===== config.mk =====
export PLATFORM = sky130hd
export DESIGN_NAME = parity_link_controller
export DESIGN_NICKNAME = d
export VERILOG_FILES = /design/src/rtl/parity_link_pkg.sv /design/src/rtl/parity_link_channel.sv /design/src/rtl/parity_link_controller.sv
export SDC_FILE = /design/constraint.sdc
export NUM_CORES = 1
export LEC_CHECK = 0
export BUFFER_PORTS_ARGS = -buffer_cell sky130_fd_sc_hd__buf_4
export CAP_MARGIN = 25
export CELL_PAD_IN_SITES_DETAIL_PLACEMENT = 2
export CELL_PAD_IN_SITES_GLOBAL_PLACEMENT = 2
export CORE_MARGIN = 4
export CORE_UTILIZATION = 29
export DETAILED_ROUTE_END_ITERATION = 7
export PLACE_DENSITY = 0.88
export SLEW_MARGIN = 20
export SYNTH_ARGS = -nofsm -noshare
export SYNTH_HDL_FRONTEND = slang
export SYNTH_SLANG_ARGS = --single-unit

===== constraint.sdc =====
create_clock -name clk -period 2.07 [get_ports clk]
set_clock_uncertainty 0.2 [all_clocks]
set_input_delay 0.1035 -clock clk [delete_from_list [all_inputs] [get_ports clk]]
set_output_delay 0.1035 -clock clk [all_outputs]
set_load 0.01 [all_outputs]

===== src/rtl/parity_link_pkg.sv =====
// Shared types and helpers for the parity-protected word link controller.
package parity_link_pkg;

  typedef enum logic [2:0] {
    S_IDLE,
    S_GEN,
    S_XMIT,
    S_CHECK,
    S_OUT
  } state_t;

  localparam logic [2:0] NOISE_NONE   = 3'd0;
  localparam logic [2:0] NOISE_DOUBLE = 3'd6;

  localparam int PAR_MAX_W = 32;

  // Even-parity bit: XOR of all bits, so data plus this bit has an even count of ones.
  function automatic logic parity_even(input logic [PAR_MAX_W-1:0] word);
    return ^word;
  endfunction

endpackage


===== src/rtl/parity_link_channel.sv =====
// Noise-injection channel: corrupts a parity frame according to a 3-bit noise
// code and reports the receive-side parity syndrome. Purely combinational.
module parity_link_channel
  import parity_link_pkg::*;
#(
  parameter int DATA_W = 4
) (
  input  logic [DATA_W:0] frame,
  input  logic [2:0]      noise,
  output logic [DATA_W:0] rx_frame,
  output logic            syndrome
);

  logic [DATA_W:0] mask;

  always_comb begin
    // NOTE: assigning a default before the case keeps unlisted codes from inferring a latch.
    mask = '0;
    case (noise)
      NOISE_NONE:                 mask = '0;
      3'd1, 3'd2, 3'd3, 3'd4:     mask[noise - 3'd1] = 1'b1;
      3'd5:                       mask[DATA_W] = 1'b1;
      // Two flipped bits keep parity even, so the checker cannot see this one.
      NOISE_DOUBLE:               mask[1:0] = 2'b11;
      default:                    mask = '0;
    endcase
  end

  assign rx_frame = frame ^ mask;
  assign syndrome = parity_even(PAR_MAX_W'(rx_frame));

endmodule


===== src/rtl/parity_link_controller.sv =====
// Sequencer for a parity-protected word link with retransmission on detected errors.
// Error statistics are built only when PARITY_LINK_STATS_EN is defined.
module parity_link_controller
  import parity_link_pkg::*;
#(
  parameter int DATA_W    = 4,
  parameter int MAX_RETRY = 3,
  parameter int CNT_W     = 8
) (
  input  logic              clk,
  input  logic              rst,
  input  logic              in_valid,
  input  logic [DATA_W-1:0] in_data,
  output logic              in_ready,
  input  logic [2:0]        noise,
  output logic              out_valid,
  output logic [DATA_W-1:0] out_data,
  output logic              out_fail,
  input  logic              out_ready,
  output logic              busy,
  output logic [CNT_W-1:0]  err_cnt,
  output logic [CNT_W-1:0]  fail_cnt
);

  localparam int RETRY_W = $clog2(MAX_RETRY + 1);
  localparam logic [RETRY_W-1:0] RETRY_MAX = RETRY_W'(MAX_RETRY);

  state_t              state_q, state_d;
  logic [DATA_W-1:0]   data_q;
  logic [DATA_W:0]     tx_frame_q;
  logic [DATA_W-1:0]   rx_data_q;
  logic                syndrome_q;
  logic [RETRY_W-1:0]  retry_q;
  logic                out_fail_q;

  logic [DATA_W:0]     ch_rx_frame;
  logic                ch_syndrome;

  parity_link_channel #(.DATA_W(DATA_W)) u_channel (
    .frame    (tx_frame_q),
    .noise    (noise),
    .rx_frame (ch_rx_frame),
    .syndrome (ch_syndrome)
  );

  always_ff @(posedge clk) begin
    // NOTE: every register here uses <= so all state updates see pre-edge values.
    if (rst) begin
      state_q    <= S_IDLE;
      data_q     <= '0;
      tx_frame_q <= '0;
      rx_data_q  <= '0;
      syndrome_q <= 1'b0;
      retry_q    <= '0;
      out_fail_q <= 1'b0;
    end else begin
      state_q <= state_d;
      case (state_q)
        S_IDLE: if (in_valid) begin
          data_q     <= in_data;
          retry_q    <= '0;
          out_fail_q <= 1'b0;
        end
        S_GEN:  tx_frame_q <= {parity_even(PAR_MAX_W'(data_q)), data_q};
        S_XMIT: begin
          rx_data_q  <= ch_rx_frame[DATA_W-1:0];
          syndrome_q <= ch_syndrome;
        end
        S_CHECK: if (syndrome_q) begin
          if (retry_q < RETRY_MAX) retry_q <= retry_q + 1'b1;
          else                     out_fail_q <= 1'b1;
        end
        default: ;
      endcase
    end
  end

  always_comb begin
    state_d   = state_q;
    in_ready  = (state_q == S_IDLE) && !rst;
    busy      = (state_q != S_IDLE);
    out_valid = (state_q == S_OUT);
    out_fail  = out_fail_q;
    out_data  = rx_data_q;
    case (state_q)
      S_IDLE:  if (in_valid) state_d = S_GEN;
      S_GEN:   state_d = S_XMIT;
      S_XMIT:  state_d = S_CHECK;
      S_CHECK: begin
        if (!syndrome_q)              state_d = S_OUT;
        else if (retry_q < RETRY_MAX) state_d = S_XMIT;
        else                          state_d = S_OUT;
      end
      S_OUT:   if (out_ready) state_d = S_IDLE;
      default: state_d = S_IDLE;
    endcase
  end

`ifdef PARITY_LINK_STATS_EN
  logic [CNT_W-1:0] err_q, fail_q;
  logic             err_inc, fail_inc;

  assign err_inc  = (state_q == S_CHECK) && syndrome_q;
  assign fail_inc = err_inc && (retry_q >= RETRY_MAX);

  // Saturating counters: hold at all-ones instead of wrapping.
  always_ff @(posedge clk) begin
    if (rst) begin
      err_q  <= '0;
      fail_q <= '0;
    end else begin
      if (err_inc && (err_q != '1))   err_q  <= err_q + 1'b1;
      if (fail_inc && (fail_q != '1)) fail_q <= fail_q + 1'b1;
    end
  end

  assign err_cnt  = err_q;
  assign fail_cnt = fail_q;
`else
  assign err_cnt  = '0;
  assign fail_cnt = '0;
`endif

endmodule


==> flow_summary.json, run 1 <==
{
  "use_met1": 0.1661,
  "core_um2": 4086,
  "fin_nets": 191,
  "use_met3": 0.02462,
  "worstSetupEndpointType": "register",
  "pre_cts_ws_ps": -96.85,
  "vias": 1078,
  "grt_pass1_vias": 1166,
  "firstDrtPassIters": 4,
  "overflow": 0,
  "cp.arrival_ps": 1890,
  "dp_hpwl_mm": 2.413,
  "netSwitchingFraction": 0.2785,
  "met2_usage": 0.2421,
  "seq_area_frac_synth": 0.3200,
  "criticalPathCategory": "reg -> reg",
  "min_period_ps": 1956,
  "wl_mm": 3.491,
  "grt_antenna_before_repair": 0,
  "cp-start-kind": "register",
  "p_clk_frac": 0.370,
  "nFillCells": 464,
  "fmax_mhz": 511.2,
  "gr-max-usage-layer": "met2",
  "ir_drop_v": 0.0003081,
  "avgSynthCellArea_um2": 8.570,
  "start_util": 0.3062,
  "cts_tree": "yes",
  "setup_ws_ps": 114.0,
  "cp.required_ps": 2010,
  "r2r_slack_ps": 110,
  "path_max_fanout": 2,
  "cts.reportedPaths.clkPinSlew_ps": 80,
  "cts_buffer_depth": 2,
  "r2r-end": "syndrome_q",
  "dieArea_um2": 5429,
  "setup_viol": 0,
  "intPower_uw": 779.1,
  "gp_congestion": 0.7987,
  "share_comb_of_total_power": 0.228,
  "final_cell_mix": "nor2_1, dfxtp_1, buf_4",
  "ioPinCount": 35,
  "max-cap-violations": 0,
  "syn_inst": 146,
  "reg2reg_depth": 5,
  "wl_per_cell_um": 15.65,
  "die_h_um": 73.69,
  "critPathLaunch": "tx_frame_q[4]",
  "postCtsSetupBuffers": 0,
  "power_frac_seq": 0.402,
  "ant_nets": 0,
  "critPathMaxStageDelay_ps": 420,
  "slowest_stage": "xnor3_1",
  "rsz0062_at_grt": "no",
  "grt_max_degree": 22,
  "p_switching_uw": 300.7,
  "r2r-start": "tx_frame_q[4]",
  "cts_made_buffers": 3,
  "grt_usage": 0.1374,
  "yosysWarnings": 0,
  "whs_path_depth": 4,
  "status": "finished clean",
  "ys_ff_latch": 20,
  "hold_end": "out_data[2]",
  "antenna_cells": 0,
  "grt_first_pass_wirelength_mm": 5.754,
  "finish.utilization": 0.3751,
  "final_common_cell": "nor2_1",
  "multiInputGateArea_um2": 735.7,
  "yosysUniqueCellTypes": 38,
  "row_count": 23,
  "min_period_over_period": 0.9449,
  "synthTopCellsByArea": "dfxtp_1, buf_4, mux2i_1",
  "finalHoldViolCount": 0,
  "syn_area_um2": 1251,
  "io_buffer_count": 18,
  "leakagePower_nw": 0.6833,
  "finalMaxSlewViolations": 0,
  "clock-sinks": 20,
  "viasPerCell": 4.834,
  "areaGrowthSynthToFinish_pct": 22.50,
  "p_per_area_nw_per_um2": 704.5,
  "die_w_um": 73.69,
  "drive_above_1_share": 0.1734,
  "synth_top_area_frac": 0.3200,
  "clk_latency_ps": 260,
  "first_iter_violations": 65,
  "hold_class": "in -> reg",
  "cts-root-buf": "clkbuf_8",
  "h-tree-depth": 1,
  "yosysTopAreaCell": "dfxtp_1",
  "holdCritStartpoint": "noise[0]",
  "seq_area_um2": 400.4,
  "path_cells": "xnor3_1 > xor2_1 > or3_4 > a221oi_2 > a311oi_1",
  "remaining_drc_errors": 0
}
[what timing repair did]
action / 4_1_cts / 5_1_grt
resized for setup: 0 / 1
endpoints found under the setup margin: 0 / 1
endpoints found under the hold margin: 18 / 0
hold buffers: 9 / 0
[power by group through the flow]
stage | Sequential [mW] | Clock (mW) | Combinational (mW)
2_1_floorplan | 0.434 | 0 | 0.181
3_3_place_gp | 0.440 | 0 | 0.211
3_5_place_dp | 0.443 | 0 | 0.226
4_1_cts | 0.434 | 0.405 | 0.245
5_1_grt | 0.438 | 0.431 | 0.271
6_report | 0.434 | 0.399 | 0.247
[sequential cells by signal, summed over array words and instances (netlist names)]
signal,cells
data_q,4
out_fail,1
state_q,3
syndrome_q,1
out_data,4
retry_q,2
tx_frame_q,5
[critical path, delay by kind of cell (launching register included)]
kind | cells | cell delay (ps)
DFF | 1 | 360
AOI/OAI and AO/OA | 2 | 320
and+or+nand+nor | 1 | 360
xor gates and xnor gates | 2 | 590
[cell usage after synthesis]
cell and number:
or2_1 1, and2_1 2, xnor2_1 3, nand4_1 2, nor3_1 4, xor2_1 4, or3b_1 1, nor4_1 1
a221oi_2 1, nor2_2 1, a21oi_1 4, mux2i_1 9, a221oi_1 1, or3_4 1, dfxtp_1 20, or3_1 2
a311oi_1 1, a2bb2oi_1 1, nor2b_1 3, nand2_1 6, nor2_1 22, nand3_1 3, o21a_1 1, inv_1 6
buf_4 16, o21bai_1 2, conb_1 1, and3_1 3, clkbuf_1 4, a2111oi_2 1, o21ai_0 4, xnor3_1 1
clkbuf_8 1, ha_1 6, and4bb_2 1, nand2b_1 2, or2_2 1, a211oi_1 3
[layout make-up]
cell class              count  share of cell area
inverters                   6             0.01469
repair buffers             29              0.1567
flip-flops and latches     20              0.2612
multi-input cells         114              0.4800
clock buffers               3             0.02694
clock inverters             1             0.01959
well taps                  50             0.04082
[worst max-delay path by stage]
stage | endpoint | slack, ps | depth (start not counted)
2_1_floorplan | syndrome_q | 200 | 7
3_3_place_gp | syndrome_q | 50 | 8
3_5_place_dp | syndrome_q | -100 | 8
4_1_cts | syndrome_q | 110 | 5
5_1_grt | syndrome_q | 10 | 5
6_report | syndrome_q | 110 | 5
[layer usage]
metal | routed length, um | share of wire
met3 | 132 | 0.038
met5 | 0 | 0
met2 | 1743 | 0.50
met4 | 49 | 0.014
met1 | 1565 | 0.45
[through the flow]
stage / area, um2 / hold slack [ps] / total power, mW / TNS [ps] / cells
2_1_floorplan: 1308 / 50.71 / 0.6155 / 0 / 161
3_3_place_gp: 1371 / 138.5 / 0.6512 / 0 / 210
3_5_place_dp: 1371 / 149.3 / 0.6685 / -96.85 / 210
4_1_cts: 1533 / 137.7 / 1.084 / 0 / 223
5_1_grt: 1533 / 160.4 / 1.141 / 0 / 223
6_report: 1533 / 132.8 / 1.080 / 0 / 223
[kinds of logic after synthesis]
logic type / after synthesis / share of synthesized area
AO/OA/AOI/OAI: 19 / 0.1130
XOR/XNOR: 8 / 0.06700
adder cells (fa/ha/maj): 6 / 0.06000
buffers and inverters: 27 / 0.1370
flip-flops: 20 / 0.3200
multiplexers: 9 / 0.07200
other: 1 / 0.002997
AND/OR/NAND/NOR: 56 / 0.2280
Note: power is estimated with default switching activity, not from simulation.
==> inputs of run 2 (changes only) <==
HOLD_SLACK_MARGIN = 0.15   (was unset)
==> run 2 against run 1 <==
  * Sequential cell count stayed put
  * Hold slack better by 80 ps
  * Combinational power hardly changed
  * Total power is 0.23% higher
  * Die area stayed put
  * Final cell count is 0.45% higher
  * Wire length is 1.5% higher
  * Cell area is 0.65% higher
  * Sequential share of layout area is 0.17 points lower
  * Count of clock-buffer cells in the layout stayed put
  * Clock power hardly changed
  * Global-route usage is 0.20 points higher
  * Critical path type unchanged
==> flow_summary.json, run 2 (synthesis results as in run 1) <==
{
  "setup_viol": 0,
  "drive_above_1_share": 0.1724,
  "firstDrtPassIters": 4,
  "cp-start-kind": "register",
  "intPower_uw": 780.4,
  "vias": 1078,
  "ant_nets": 0,
  "overflow": 0,
  "wl_mm": 3.544,
  "grt_max_degree": 22,
  "power_frac_seq": 0.401,
  "fin_setup_tns_ps": 0,
  "slowest_stage": "xnor3_1",
  "setup_ws_ps": 112.6,
  "start_util": 0.3062,
  "fmax_mhz": 510.9,
  "ir_drop_v": 0.0003046,
  "grt_first_pass_wirelength_mm": 5.823,
  "leakagePower_nw": 0.6875,
  "path_cells": "xnor3_1 > xor2_1 > or3_4 > a221oi_2 > a311oi_1",
  "cp.required_ps": 2010,
  "min_period_over_period": 0.9456,
  "ioPinCount": 35,
  "critPathMaxStageDelay_ps": 420,
  "gp_congestion": 0.7987,
  "postCtsSetupBuffers": 0,
  "finalMaxSlewViolations": 0,
  "cts_tree": "yes",
  "final_common_cell": "nor2_1",
  "max-cap-violations": 0,
  "wl_per_cell_um": 15.82,
  "dp_hpwl_mm": 2.413,
  "h-tree-depth": 1,
  "nFillCells": 465,
  "netSwitchingFraction": 0.2789,
  "row_count": 23,
  "min_period_ps": 1957,
  "clk_latency_ps": 260,
  "antenna_cells": 0,
  "remaining_drc_errors": 0,
  "cts_buffer_depth": 2,
  "p_switching_uw": 301.9,
  "multiInputGateArea_um2": 735.7,
  "die_h_um": 73.69,
  "finalHoldViolCount": 0,
  "core_um2": 4086,
  "cts-root-buf": "clkbuf_8",
  "cp.arrival_ps": 1890,
  "viasPerCell": 4.813,
  "hold_class": "in -> reg",
  "grt_usage": 0.1394,
  "status": "finished clean",
  "die_w_um": 73.69,
  "cts_made_buffers": 3,
  "areaGrowthSynthToFinish_pct": 23.30,
  "cts.reportedPaths.clkPinSlew_ps": 80,
  "p_per_area_nw_per_um2": 701.5,
  "largest_reg_flops": 5,
  "share_comb_of_total_power": 0.230,
  "first_iter_violations": 62,
  "fin_nets": 192,
  "rsz0062_at_grt": "no",
  "io_buffer_count": 18,
  "final_cell_mix": "nor2_1, dfxtp_1, buf_4",
  "p_clk_frac": 0.369,
  "top_register": "tx_frame_q",
  "pre_cts_ws_ps": -96.85,
  "criticalPathCategory": "reg -> reg",
  "grt_antenna_before_repair": 0,
  "seq_area_um2": 400.4,
  "clock-sinks": 20,
  "dieArea_um2": 5429,
  "worstSetupEndpointType": "register",
  "path_max_fanout": 2,
  "grt_pass1_vias": 1176
}
==> run 2: timing repair <==
item | CTS | global route
hold endpoints to repair | 20 | 0
hold buffers | 10 | 0
gates resized for setup | 0 | 1
setup endpoints to repair | 0 | 1
==> run 2: through the flow <==
stage	power, mW	hold WS (ps)	instance area (um2)	utilization	cells
floorplan	0.6155	50.71	1308	-	161
global placement	0.6512	138.5	1371	0.3356	210
detailed placement	0.6685	149.3	1371	0.3356	210
CTS	1.085	234.2	1543	0.3775	224
global route	1.143	241.1	1543	0.3775	224
finish	1.082	212.9	1543	0.3775	224
==> run 2: critical path: cells and delay by family, from the launching register on <==
family                    cells  cell delay (ps)
AOI/OAI and AO/OA             2              320
and+or+nand+nor               1              360
DFF                           1              360
xor gates and xnor gates      2              590
==> run 2: path summary, 6_finish.rpt <==
kind,from,to,slack [ps],cells past startpoint
hold / removal,noise[2],out_data[0],210,5
hold reg to reg,out_data[0],out_data[0],260,2
setup / recovery,tx_frame_q[4],syndrome_q,110,5
setup reg to reg,tx_frame_q[4],syndrome_q,110,5
==> run 2: power by group through the flow <==
stage / clock [mW] / sequential, mW / combinational [mW]
5_1_grt: 0.431 / 0.438 / 0.274
6_report: 0.400 / 0.434 / 0.249
2_1_floorplan: 0 / 0.434 / 0.181
4_1_cts: 0.405 / 0.434 / 0.246
3_5_place_dp: 0 / 0.443 / 0.226
3_3_place_gp: 0 / 0.440 / 0.211
==> run 2: per-layer routing <==
layer  global-route usage  vias to the layer above  share of wire
met5                    0                        -              0
met4              0.04628                        0          0.014
met3              0.02462                        5          0.037
met2               0.2490                       26           0.50
met1               0.1661                      531           0.45
li1                     -                      516              -
==> run 2: layout make-up <==
type	instances	share of cell area
inverters	6	0.01460
flip-flops and latches	20	0.2595
multi-input cells	114	0.4769
repair buffers	30	0.1622
well taps	50	0.04055
clock inverters	1	0.01946
clock buffers	3	0.02676
